**config.mk**
```make
export PLATFORM = sky130hd
export DESIGN_NAME = jk_excitation_driver
export DESIGN_NICKNAME = d
export VERILOG_FILES = /design/src/rtl/jk_excitation_driver.sv
export SDC_FILE = /design/constraint.sdc
export NUM_CORES = 1
export LEC_CHECK = 0
export CORE_ASPECT_RATIO = 1.1
export CORE_UTILIZATION = 57
export DETAILED_ROUTE_END_ITERATION = 10
export PLACE_DENSITY = 0.8
export SETUP_SLACK_MARGIN = 0.2
export SLEW_MARGIN = 20
export SYNTH_ARGS = -nofsm -noshare
export SYNTH_HDL_FRONTEND = slang
export SYNTH_SLANG_ARGS = --single-unit
```
**constraint.sdc**
```tcl
create_clock -name clk -period 3.3 [get_ports clk]
set_input_delay 0.66 -clock clk [delete_from_list [all_inputs] [get_ports clk]]
set_output_delay 0.66 -clock clk [all_outputs]
set_load 0.02 [all_outputs]
```
**src/rtl/jk_excitation_driver.sv**
```systemverilog
// ---------------------------------------------------------------------------
// jk_excitation_driver
//
// Drive side of a WIDTH-bit bank of JK flip-flops that shares clk. Desired
// next-state vectors are queued in a small FIFO. Each target is served in
// three cycles:
//   IDLE  - pop the head, derive per-bit J/K from the bank's current Q and
//           the target, register them, and raise the bank clock enable.
//   DRIVE - flop_en is high for exactly this cycle; the bank updates on the
//           closing edge.
//   CHECK - compare the bank's new Q against the latched target. A
//           difference produces a one-cycle mismatch pulse and bumps a
//           saturating error counter.
//
// Parameters
//   WIDTH    bits in the driven JK bank / target vector width
//   DEPTH    target FIFO entries (power of 2, >= 2)
//   DC_FILL  don't-care J/K resolution: 0 = set/reset only, 1 = prefer toggle
//
// Ports
//   clk        in   1      clock, all state on posedge
//   rst_n      in   1      synchronous active-low reset
//   tgt_valid  in   1      target vector offered
//   tgt_data   in   WIDTH  desired next Q of the bank
//   tgt_ready  out  1      FIFO can accept (registered occupancy only)
//   q_in       in   WIDTH  current Q of the driven bank
//   j_out      out  WIDTH  J inputs to the bank (registered)
//   k_out      out  WIDTH  K inputs to the bank (registered)
//   flop_en    out  1      one-cycle clock enable to the bank (registered)
//   busy       out  1      FSM not IDLE, or FIFO not empty
//   mismatch   out  1      one-cycle pulse: bank state != target after update
//   err_cnt    out  8      saturating count of mismatches
// ---------------------------------------------------------------------------
module jk_excitation_driver #(
  parameter int WIDTH   = 4,
  parameter int DEPTH   = 4,
  parameter int DC_FILL = 0
) (
  input  logic             clk,
  input  logic             rst_n,
  input  logic             tgt_valid,
  input  logic [WIDTH-1:0] tgt_data,
  output logic             tgt_ready,
  input  logic [WIDTH-1:0] q_in,
  output logic [WIDTH-1:0] j_out,
  output logic [WIDTH-1:0] k_out,
  output logic             flop_en,
  output logic             busy,
  output logic             mismatch,
  output logic [7:0]       err_cnt
);

  localparam int AW = (DEPTH > 1) ? $clog2(DEPTH) : 1;

  localparam logic [1:0] ST_IDLE  = 2'd0;
  localparam logic [1:0] ST_DRIVE = 2'd1;
  localparam logic [1:0] ST_CHECK = 2'd2;

  localparam logic [AW:0]   CNT_FULL = (AW+1)'(DEPTH);
  localparam logic [AW:0]   CNT_ZERO = '0;
  localparam logic [AW:0]   CNT_ONE  = (AW+1)'(1);
  localparam logic [AW-1:0] PTR_ONE  = AW'(1);

  // Per-bit excitation table. The don't-care entry takes the DC_FILL value:
  // with 0 the bank only ever sees set/reset/hold, with 1 every changing
  // bit is driven as a toggle and every holding bit keeps one input active.
  function automatic logic [2*WIDTH-1:0] excite(
    input logic [WIDTH-1:0] cur,
    input logic [WIDTH-1:0] nxt
  );
    logic [WIDTH-1:0] j;
    logic [WIDTH-1:0] k;
    logic             dc;
    dc = (DC_FILL != 0);
    j  = '0;
    k  = '0;
    for (int i = 0; i < WIDTH; i++) begin
      case ({cur[i], nxt[i]})
        2'b00:   begin j[i] = 1'b0; k[i] = dc;   end
        2'b01:   begin j[i] = 1'b1; k[i] = dc;   end
        2'b10:   begin j[i] = dc;   k[i] = 1'b1; end
        default: begin j[i] = dc;   k[i] = 1'b0; end
      endcase
    end
    return {j, k};
  endfunction

  // Error counter holds at all-ones instead of wrapping.
  function automatic logic [7:0] sat_inc(input logic [7:0] v);
    return (v == 8'hFF) ? v : v + 8'd1;
  endfunction

  logic [1:0]       state;
  logic [WIDTH-1:0] fifo_mem [DEPTH];
  logic [AW-1:0]    wr_ptr;
  logic [AW-1:0]    rd_ptr;
  logic [AW:0]      count;
  logic [WIDTH-1:0] head;
  logic [WIDTH-1:0] tgt_q;
  logic             full;
  logic             push;
  logic             pop;

  assign full      = (count == CNT_FULL);
  assign tgt_ready = ~full;
  assign push      = tgt_valid & ~full;
  assign pop       = (state == ST_IDLE) & (count != CNT_ZERO);
  assign head      = fifo_mem[rd_ptr];
  assign busy      = (state != ST_IDLE) | (count != CNT_ZERO);

  // ---- target FIFO: storage (data only, never reset) ----
  always_ff @(posedge clk) begin
    if (push) begin
      fifo_mem[wr_ptr] <= tgt_data;
    end
  end

  // ---- target FIFO: pointers and occupancy ----
  // Pointers are AW bits wide, so wrap-around falls out of the arithmetic
  // for a power-of-two DEPTH.
  always_ff @(posedge clk) begin
    if (!rst_n) begin
      wr_ptr <= '0;
      rd_ptr <= '0;
      count  <= '0;
    end else begin
      if (push) begin
        wr_ptr <= wr_ptr + PTR_ONE;
      end
      if (pop) begin
        rd_ptr <= rd_ptr + PTR_ONE;
      end
      case ({push, pop})
        2'b10:   count <= count + CNT_ONE;
        2'b01:   count <= count - CNT_ONE;
        default: count <= count;
      endcase
    end
  end

  // ---- issue: latch the popped target for the later check ----
  always_ff @(posedge clk) begin
    if (pop) begin
      tgt_q <= head;
    end
  end

  // ---- control FSM and registered bank outputs ----
  // j_out/k_out are reset because the bank sees them directly; outside an
  // issue they hold their last value.
  always_ff @(posedge clk) begin
    if (!rst_n) begin
      state    <= ST_IDLE;
      j_out    <= '0;
      k_out    <= '0;
      flop_en  <= 1'b0;
      mismatch <= 1'b0;
      err_cnt  <= 8'd0;
    end else begin
      flop_en  <= 1'b0;
      mismatch <= 1'b0;
      case (state)
        ST_IDLE: begin
          if (pop) begin
            {j_out, k_out} <= excite(q_in, head);
            flop_en        <= 1'b1;
            state          <= ST_DRIVE;
          end
        end
        ST_DRIVE: begin
          state <= ST_CHECK;
        end
        ST_CHECK: begin
          if (q_in != tgt_q) begin
            mismatch <= 1'b1;
            err_cnt  <= sat_inc(err_cnt);
          end
          state <= ST_IDLE;
        end
        default: begin
          state <= ST_IDLE;
        end
      endcase
    end
  end

endmodule

```
## After elaboration in Yosys (flattened, before gate mapping)

Memories as Yosys holds them, arrays and structs flattened. A register that Yosys moved wholly into a read port is not among the register bits.
Index checks and enable logic that the tools add are counted.

| word-level totals | value |
|---|---|
| word-level logic and storage cells | 62 |
| latch bits | 0 |
| bits of input ports | 11 |
| memories kept | 1 |
| bits in registers | 31 |
| ROM bits | 0 |
| bits in writable memories | 16 |
| output and inout bits | 20 |

Memory list:

| memory | depth | width | read ports | clocked after Yosys merged registers in | wr ports | line | source |
|---|---|---|---|---|---|---|---|
| fifo_mem | 4 | 4 | 1 | 1 | 1 | 94 | `logic [WIDTH-1:0] fifo_mem [DEPTH];` |

| cells by class | value |
|---|---|
| eq/ne operators | 16 |
| reduce and logical (&&, ||, !) cells | 8 |
| add/subtract/negate cells | 5 |
| order comparisons | 0 |
| bitwise gates (word level) | 5 |
| muxes and demuxes | 17 |
| $mul | 0 |
| shift-type cells | 0 |
| divide/modulo/power cells | 0 |

Operator list:

| cell | count |
|---|---|
| $eq 2x1->1 const B | 6 |
| $eq 2x2->1 const B | 6 |
| $mux 1 | 12 |
| $add 8x1->8 const B | 1 |
| $eq 8x8->1 const B | 1 |
| $mux 2 | 3 |
| $pmux 3 s2 | 1 |
| $reduce_and 2->1 | 3 |
| $add 2x1->2 const B | 2 |
| $ne 4x4->1 | 1 |
| $pmux 2 s2 | 1 |
| $reduce_bool 2->1 | 2 |
| $add 3x1->3 const B | 1 |
| $eq 3x3->1 const B | 1 |
| $reduce_and 3->1 | 1 |
| $reduce_bool 3->1 | 1 |
| $sub 3x1->3 const B | 1 |
| $and 1x1->1 | 2 |
| $logic_not 2->1 | 1 |
| $ne 2x2->1 const B | 1 |
| $not 1->1 | 2 |
| $or 1x1->1 | 1 |

## Longest topological paths before layout

Gate-level depths: netlist (run 1).

| depth | value |
|---|---|
| word-level depth | 5 |
| gate-level depth with buffers | 9 |
| mapped depth without buffers | 9 |

## Least setup slack after synthesis (run 1)

OpenSTA, ideal clock, no wires.

| timing | value |
|---|---|
| kind | register to register |
| start point | register count[0] |
| end point | register count[2] |
| data required time | 3229 ps |
| period minus slack after synthesis | 2357 ps |
| path buffers | 0 |
| slack | 943 ps |
| stages on the path, launching flop included | 10 |
| arrival time | 2286 ps |
| cell sequence | dfxtp_1 -> or3b_1 -> and2_1 -> inv_1 -> ha_1 -> inv_1 -> fa_1 -> xor2_1 -> or3_1 -> a21oi_1 |

| on the way | value |
|---|---|
| longest elaborated chain between the ends | 5 |

RTL lines:

| item | line | source |
|---|---|---|
| start, declared | 97 | `logic [AW:0] count;` |
| start signal, assigned | 134 | `2'b10: count <= count + CNT_ONE;` |
| start signal, assigned | 135 | `2'b01: count <= count - CNT_ONE;` |
| start signal, assigned | 136 | `default: count <= count;` |
| $eq 3x3->1 (*) | 104 | `assign full = (count == CNT_FULL);` |
| $not 1->1 (*) | -- |  |
| named net tgt_ready | 43 | `output logic tgt_ready,` |
| $and 1x1->1 (*) | 106 | `assign push = tgt_valid & ~full;` |
| $eq 2x1->1 or $eq 2x2->1 (tied branches) | 133 | `case ({push, pop})` |
| $pmux 3 s2 or $reduce_bool 2->1 (tied branches) | -- |  |

Mark *: on every way through the listed nets, which the timed path passes. The rest lies on a longest branch.
A chain may end at the register's enable or synchronous reset.

## Final worst setup path (run 1)

| timing | value |
|---|---|
| start point | register count[0] |
| end point | register count[2] |

RTL lines:

| item | line | source |
|---|---|---|
| $reduce_bool 3->1 (*) | 107 | `assign pop = (state == ST_IDLE) & (count != CNT_ZERO);` |
| $and 1x1->1 (*) | 107 |  |
| named net pop | 102 | `logic pop;` |
| $eq 2x1->1 or $eq 2x2->1 (tied branches) | 133 |  |
| $pmux 3 s2 or $reduce_bool 2->1 (tied branches) | -- |  |

Marks and branches as above.

==> flow_metrics.tcl, run 1 <==
set metrics [dict create \
    start_util_pct 60.1 \
    grt_pass1_wl_um 6280 \
    num_vias 1445 \
    die_h_um 64.7 \
    synth_ff_type "dfxtp_1" \
    crit_path_cell_trace "nor3_1, buf_4, nand2b_1, inv_1, ha_1, inv_1, fa_1, xor2_1, or3_1, a21oi_1" \
    wl_um 3760 \
    final_nets 224 \
    slew_headroom_pct 70.7 \
    grt_pass1_vias 1420 \
    drive_gt1_share_pct 9.66 \
    ys_seq_area_share_pct 58.0 \
    ctsHoldBuffers 0 \
    dp_hpwl_um 2810 \
    pre_cts_ws_ns 0.550 \
    critPathCaptureType "flop" \
    yosysMostFrequentCell "dfxtp_1" \
    fin_total_pwr_mw 1.84 \
    antenna_found_initial 0 \
    holdCritPathClass "flop to flop" \
    clk_pin_slew_ns 0.13 \
    h-tree-depth 2 \
    n_antenna_cell 0 \
    worst_path_max_delay_cell "dfxtp_1" \
    leakage_nw 0.858 \
    yosys.area.top_type "edfxtp_1" \
    yosys_warnings 0 \
    finalSetupViolations 0 \
    maxSlewViolCount 0 \
    syn-mean-instance-area_um2 11.8 \
    synth_nets 191 \
    finalCoreUtilization_pct 72.3 \
    cap_violations 0 \
    hold_viol 0 \
    ios 31 \
    gp_congestion 0.758 \
    synth.top_cell.area_share_pct 29.5 \
    synth_cell_types 39 \
    drc 0 \
    post_drt_via_cell_ratio 5.67 \
    outcome "finished, final reports clean" \
    rsz0062_at_grt "no" \
    async_flop_share_pct 0 \
    start_kind "flop" \
    synth-edff-count 20 \
    coreArea_um2 3390 \
    fillers 282 \
    multi_input_area_um2 786 \
    clock-sinks 49 \
    post_cts_resized 0 \
    antenna_left 0 \
    cpLargestDelayFamily "simple AND/OR/NAND/NOR gates" \
    drt-initial-drc-count 43 \
    clock_latency_ns 0.36 \
    mappedNetlistArea_um2 2040 \
    port-buffer-count 30 \
    crit_top_cell "inv_1" \
    first_pass_iters 4 \
    fmax_mhz 377 \
    track_usage_pct 22.3 \
    path_max_fanout 11 \
    synthTopCellsByCount "29 x dfxtp_1, 20 x edfxtp_1, 19 x nor2_1" \
    min_period_over_period_pct 80.5 \
    grt_overflow_total 0 \
    die-width_um 59.0 \
    register_area_um2 1180 \
    dieArea_um2 3810 \
    synth_area_leaders "edfxtp_1 30%, dfxtp_1 29%, mux4_2 4.4%" \
    path_buf_inv 3 \
    crit_required_ns 3.58 \
    worst_pin_slew_ns 0.434 \
    fin_worst_skew_ns 0.0120 \
    finalSetupTns_ns 0 \
    post_cts.repair.setup_buffers 0 \
    cts_tree "done" \
    grt_max_degree 17 \
    stdcell_area_um2 2450 \
    ir_worst_vdd_mv 0.475 \
    critical_path_arrival_ns 2.94 \
    ys_ff_latch 49 \
    place_area_um2 2380 \
    syn-instance-count 173 \
    fin_crit_ns 2.66 \
    clk_path_buf_depth 2 \
    cts_buffers 5 \
    slowest_delay_ns 0.41 \
    placementRows 22 \
    worstSetupPathType "flop to flop" \
    cellPowerDensity_nw_per_um2 750 \
    syn2layout_area_growth_pct 20.3 \
    wl_per_cell_um 14.7 \
    worst_slack_ns 0.645 \
    root_buffer "clkbuf_4" \
]
-- cell usage in the layout (no fill, tap or decap), types with 3 or more instances in the layout --
| master | netlist | final |
|---|---|---|
| a21oi_1 | 12 | 12 |
| a22oi_1 | 4 | 4 |
| and3_1 | 4 | 4 |
| buf_4 | 0 | 3 |
| clkbuf_4 | 0 | 5 |
| clkdlybuf4s50_1 | 0 | 30 |
| dfxtp_1 | 29 | 29 |
| edfxtp_1 | 20 | 20 |
| ha_1 | 6 | 6 |
| inv_1 | 8 | 8 |
| mux4_2 | 4 | 4 |
| nand2_1 | 7 | 7 |
| nand2b_1 | 3 | 3 |
| nand3_1 | 3 | 3 |
| nor2_1 | 19 | 19 |
| nor3_1 | 5 | 5 |
| nor4b_1 | 5 | 5 |
| o21ai_0 | 3 | 3 |
| or4_1 | 3 | 3 |
| xnor2_1 | 3 | 3 |
| xor2_1 | 6 | 6 |
-- final cells by class --
type,instances,share of cell area [%]
sequential,49,48.2
clock buffer,6,2.10
clock inverter,2,0.562
multi-input combinational,108,32.1
tap,48,2.45
inverter,9,1.38
timing repair buffer,33,13.2
-- worst reg2reg max path: cells and delay by family, from the launching register on --
| kind | cells | cell delay [ns] |
|---|---|---|
| AND/OR/NAND/NOR | 3 | 0.71 |
| flip-flops | 1 | 0.41 |
| XOR/XNOR | 1 | 0.16 |
| AO/OA/AOI/OAI | 1 | 0.16 |
| buffers and inverters | 3 | 0.54 |
| adder cells (fa/ha/maj) | 2 | 0.61 |
-- flip-flops by register name (all words and copies together) (netlist names), named ones only --
signal    flops
count         3
err_cnt       8
fifo_mem     16
flop_en       1
j_out         4
k_out         4
mismatch      1
rd_ptr        2
state         2
tgt_q         4
wr_ptr        2
-- cells by family after synthesis --
logic type | after synthesis | synth area share [%]
and+or+nand+nor | 61 | 16.7
buffers and inverters | 16 | 3.38
xor gates and xnor gates | 9 | 3.87
AOI/OAI and AO/OA | 25 | 7.99
adders and majority gates | 7 | 4.67
muxes | 6 | 5.41
DFF | 49 | 58.0
-- path summary, 6_finish.rpt --
check        startpoint  endpoint  slack, ns  cells past startpoint
min            state[1]  state[1]       0.47                      1
max reg2reg    count[0]  count[2]       0.64                     10
min reg2reg    state[1]  state[1]       0.47                      1
max            count[0]  count[2]       0.64                     10
-- where the power goes --
part	internal, mW	leakage, nW	switching (mW)
Combinational	0.303	0.399	0.392
Sequential	0.773	0.421	0.0803
Clock	0.104	0.0382	0.184
Total	1.18	0.858	0.657
-- layer usage --
layer  GRT usage (%)  up-vias  wire, µm
li1                -      696         -
met4            10.7        0        72
met2            38.2       41      1970
met5               0        -         0
met3            4.59        9       140
met1            26.3      699      1580
-- per-stage QoR --
stage,instances,hold WS (ns)
after global routing,255,0.508
after CTS,255,0.473
after floorplan,173,0.428
after global placement,247,0.448
final,255,0.473
after detailed placement,247,0.449
(Power assumes the default switching activity.)
==> run 2, diff against run 1 <==
--- a/config.mk
+++ b/config.mk
@@ -6,9 +6,9 @@
 export NUM_CORES = 1
 export LEC_CHECK = 0
 export CORE_ASPECT_RATIO = 1.1
-export CORE_UTILIZATION = 57
+export CORE_UTILIZATION = 53
 export DETAILED_ROUTE_END_ITERATION = 10
-export PLACE_DENSITY = 0.8
+export PLACE_DENSITY = 0.75
 export SETUP_SLACK_MARGIN = 0.2
 export SLEW_MARGIN = 20
 export SYNTH_ARGS = -nofsm -noshare
==> constraint.sdc (replaced) <==
create_clock -name clk -period 2.76 [get_ports clk]
set_input_delay 0.552 -clock clk [delete_from_list [all_inputs] [get_ports clk]]
set_output_delay 0.552 -clock clk [all_outputs]
set_load 0.02 [all_outputs]
==> run 2 against run 1 <==
Net effect:
- via count fell by 0.97%
- critical path type unchanged
- highest routed layer unchanged
- clock power increased by 43%
- total power rose by 25%
- sequential power up 19%
- final area grew 1.7%
- combinational power grew 24%
- sequential share of layout area decreased by 0.80 points
- setup slack worse by 0.28 ns
- die area is 7.3% higher
- critical endpoint unchanged
==> flow_metrics.tcl, run 2 (synthesis results as in run 1) <==
set metrics [dict create \
    outcome "finished, final reports clean" \
    rsz0062_at_grt "no" \
    worst_pin_slew_ns 0.390 \
    track_usage_pct 20.9 \
    clock-sinks 49 \
    first_pass_iters 4 \
    n_antenna_cell 0 \
    largestRegisters "fifo_mem: 16 flops, err_cnt: 8 flops" \
    sw_frac_of_total_pct 35.1 \
    grt_max_degree 16 \
    clk_pin_slew_ns 0.08 \
    comb_power_share_pct 37.7 \
    fin_worst_skew_ns 0.00873 \
    cts_tree "done" \
    post_cts.repair.setup_buffers 0 \
    ios 31 \
    root_buffer "clkbuf_8" \
    post_cts_resized 0 \
    p_int_mw 1.49 \
    ir_worst_vdd_mv 0.428 \
    h-tree-depth 2 \
    clk_path_buf_depth 2 \
    port-buffer-count 30 \
    drt-initial-drc-count 76 \
    antenna_found_initial 0 \
    fin_crit_ns 2.39 \
    wl_um 3750 \
    coreArea_um2 3650 \
    cap_violations 0 \
    p_seq_share_pct 44.4 \
    drc 0 \
    die_h_um 67 \
    worst_slack_ns 0.367 \
    min_period_over_period_pct 86.7 \
    fmax_mhz 418 \
    final_common_cell "clkdlybuf4s50_1" \
    drive_gt1_share_pct 11.0 \
    instances_no_fill 259 \
    grt_overflow_total 0 \
    dp_cells 251 \
    start_kind "flop" \
    finalCoreUtilization_pct 68.1 \
    placementRows 23 \
    antenna_left 0 \
    clock_latency_ns 0.30 \
    pre_cts_ws_ns 0.148 \
    finalSetupTns_ns 0 \
    syn2layout_area_growth_pct 22.3 \
    holdCritPathClass "flop to flop" \
    cts_buffers 5 \
    critical_path_arrival_ns 2.61 \
    final_nets 226 \
    ctsHoldBuffers 0 \
    dp_hpwl_um 2780 \
    grt_pass1_vias 1394 \
    switching_power_uw 806 \
    grt_pass1_wl_um 6190 \
    final_cell_mix "30 x clkdlybuf4s50_1, 29 x dfxtp_1, 20 x edfxtp_1" \
    dieArea_um2 4090 \
    regMostFlops "fifo_mem" \
    post_drt_via_cell_ratio 5.53 \
    start_util_pct 55.7 \
    crit_required_ns 2.98 \
    largest_reg_flops 16 \
    path_max_fanout 6 \
    gp_congestion 0.740 \
    leakage_nw 0.872 \
    cellPowerDensity_nw_per_um2 921 \
    num_vias 1431 \
    die-width_um 61.1 \
    finalSetupViolations 0 \
    worstSetupPathType "flop to flop" \
    maxSlewViolCount 0 \
    slew_headroom_pct 73.7 \
    critPathCaptureType "flop" \
    wl_per_cell_um 14.5 \
    hold_viol 0 \
    p_clk_share_pct 18.0 \
]
## run 2: cell types whose count changed in the layout (fill, tap and decap cells not counted), sizes merged
cell      before  now
buf            3    5
clkinv         3    1
clkinvlp       0    1
inv            8    9
## run 2: worst max-delay path, stage by stage (launching register included)
cell     delay (ns)
dfxtp_1        0.38
or3b_4         0.43
and2_1         0.21
inv_1          0.08
ha_1           0.18
inv_1          0.06
fa_1           0.37
xor2_1         0.16
or3_1          0.30
a21oi_1        0.16
## run 2: power by group through the flow
| stage | clock network, mW | logic [mW] | registers, mW |
|---|---|---|---|
| 4_1_cts | 0.426 | 0.861 | 1.02 |
| 3_3_place_gp | 0 | 0.818 | 1.03 |
| 6_report | 0.413 | 0.864 | 1.02 |
| 2_1_floorplan | 0 | 0.532 | 1.06 |
| 3_5_place_dp | 0 | 0.854 | 1.04 |
| 5_1_grt | 0.446 | 0.957 | 1.04 |
## run 2: final cells by class
class / count / area, µm²
clock buffers: 6 / 72.6
clock inverters: 2 / 13.8
fillers: 291 / 1160
inverters: 9 / 33.8
multi-input cells: 108 / 788
flip-flops and latches: 49 / 1180
well taps: 50 / 62.6
repair buffers: 35 / 338
## run 2: path summary, 6_finish.rpt
path | start | to | slack, ns | depth (start not counted)
min | state[1] | state[1] | 0.46 | 1
min reg2reg | state[1] | state[1] | 0.46 | 1
max | count[2] | count[2] | 0.37 | 9
max reg2reg | count[2] | count[2] | 0.37 | 9
## run 2: per-layer routing
metal	track usage (%)	routed length, µm
met5	0	0
met4	7.95	66
met3	4.85	122
met2	36.1	1970
met1	24.5	1590
## run 2: through the flow
step	hold WS, ns	area [µm²]	power [mW]
after floorplan	0.428	2040	1.59
after global placement	0.443	2400	1.85
after detailed placement	0.446	2400	1.89
after CTS	0.459	2490	2.31
after global routing	0.497	2490	2.44
final	0.457	2490	2.29
==> run 3, diff against run 2 <==
--- a/config.mk
+++ b/config.mk
@@ -5,7 +5,9 @@
 export SDC_FILE = /design/constraint.sdc
 export NUM_CORES = 1
 export LEC_CHECK = 0
+export ABC_CLOCK_PERIOD_IN_PS = 2760
 export CORE_ASPECT_RATIO = 1.1
+export CORE_MARGIN = 2
 export CORE_UTILIZATION = 53
 export DETAILED_ROUTE_END_ITERATION = 10
 export PLACE_DENSITY = 0.75
==> run 3 against run 2 <==
Net effect:
- cell count is the same
- largest cell class unchanged
- clock skew down 0.0023 ns
- clock power grew 6.1%
- sequential power hardly changed
- first-iteration DRC count grew 3.9%
- critical path type unchanged
- final area grew 0.30%
==> flow_metrics.tcl, run 3 (synthesis results as in run 1) <==
set metrics [dict create \
    outcome "finished, final reports clean" \
    ir_worst_vdd_mv 0.488 \
    finalSetupViolations 0 \
    h-tree-depth 2 \
    ctsHoldBuffers 0 \
    worst_pin_slew_ns 0.376 \
    worstSetupPathType "flop to flop" \
    post_cts_resized 0 \
    grt_pass1_wl_um 6510 \
    stdcell_area_um2 2500 \
    port-buffer-count 30 \
    worstReg2RegStart "count[0]" \
    fmax_mhz 420 \
    cp-endpoint "count[2]" \
    crit_required_ns 3.00 \
    post_cts.repair.setup_buffers 0 \
    critical_path_arrival_ns 2.62 \
    pre_cts_ws_ns 0.160 \
    start_util_pct 55.7 \
    final_common_cell "clkdlybuf4s50_1" \
    grt_max_degree 18 \
    final_cell_mix "30 x clkdlybuf4s50_1, 29 x dfxtp_1, 20 x edfxtp_1" \
    leakage_nw 0.876 \
    first_pass_iters 4 \
    wl_um 3830 \
    cellPowerDensity_nw_per_um2 933 \
    fin_worst_skew_ns 0.00645 \
    largest_reg_flops 16 \
    coreArea_um2 3650 \
    maxSlewViolCount 0 \
    grt_overflow_total 0 \
    start_kind "flop" \
    worst_slack_ns 0.376 \
    dp_hpwl_um 2800 \
    drc 0 \
    worstSetupStartpoint "count[0]" \
    min_period_over_period_pct 86.4 \
    dieArea_um2 4350 \
    grt_pass1_vias 1479 \
    placementRows 23 \
    place_area_um2 2400 \
    finalSetupTns_ns 0 \
    clock-sinks 49 \
    clk_pin_slew_ns 0.09 \
    instances_no_fill 259 \
    hold_ws_ns 0.467 \
    die_h_um 69 \
    root_buffer "clkbuf_8" \
    cap_violations 0 \
    syn2layout_area_growth_pct 22.7 \
    drt-initial-drc-count 79 \
    finalCoreUtilization_pct 68.3 \
    r2r_cells 9 \
    clock_latency_ns 0.31 \
    fin_crit_ns 2.38 \
    regMostFlops "fifo_mem" \
    gp_congestion 0.790 \
    antenna_left 0 \
    fin_total_pwr_mw 2.33 \
    clk_path_buf_depth 2 \
    antenna_found_initial 0 \
    rsz0062_at_grt "no" \
    reg2reg_slack_ns 0.38 \
    cts_tree "done" \
    drive_gt1_share_pct 11.0 \
    hold_viol 0 \
    num_vias 1414 \
    cts_buffers 5 \
    critPathCaptureType "flop" \
    die-width_um 63.1 \
    dp_cells 251 \
    final_nets 226 \
    r2r_end "count[2]" \
    holdCritPathClass "flop to flop" \
    post_drt_via_cell_ratio 5.46 \
    largestRegisters "fifo_mem: 16 flops, err_cnt: 8 flops" \
    wl_per_cell_um 14.8 \
    track_usage_pct 19.2 \
    ios 31 \
    slew_headroom_pct 74.7 \
    path_max_fanout 6 \
    n_antenna_cell 0 \
]
-- run 3: how the worst min path moves through the flow --
stage,startpoint,cells after the start,slack [ns],to
after floorplan,state[1],1,0.43,state[1]
after global placement,state[1],1,0.44,state[1]
after detailed placement,state[1],1,0.45,state[1]
after CTS,state[1],1,0.47,state[1]
after global routing,state[1],1,0.50,state[1]
final,state[1],1,0.47,state[1]
-- run 3: area by class of cell --
class                           instances  area, µm²
Clock buffer                            5       68.8
Clock inverter                          3       25.0
Fill cell                             289       1160
Inverter                                9       33.8
Multi-Input combinational cell        108        788
Sequential cell                        49       1180
Tap cell                               50       62.6
Timing Repair Buffer                   35        338
-- run 3: critical path: stages (launching register included) --
cell and delay [ns]:
dfxtp_1 0.35, or3b_4 0.43, and2_1 0.21, inv_1 0.08
ha_1 0.17, inv_1 0.06, fa_1 0.37, xor2_1 0.16
or3_1 0.32, a21oi_1 0.16
-- run 3: layer usage --
layer	up-vias	global-route usage [%]	share of wire, %
met3	5	5.55	3.4
met4	0	5.93	1.3
met1	687	21.7	42
met5	-	0	0
li1	697	-	-
met2	25	34.6	53
-- run 3: power by group --
part / switching, mW / internal (mW)
clock network: 0.255 / 0.183
registers: 0.0964 / 0.925
logic: 0.488 / 0.383
total: 0.839 / 1.49
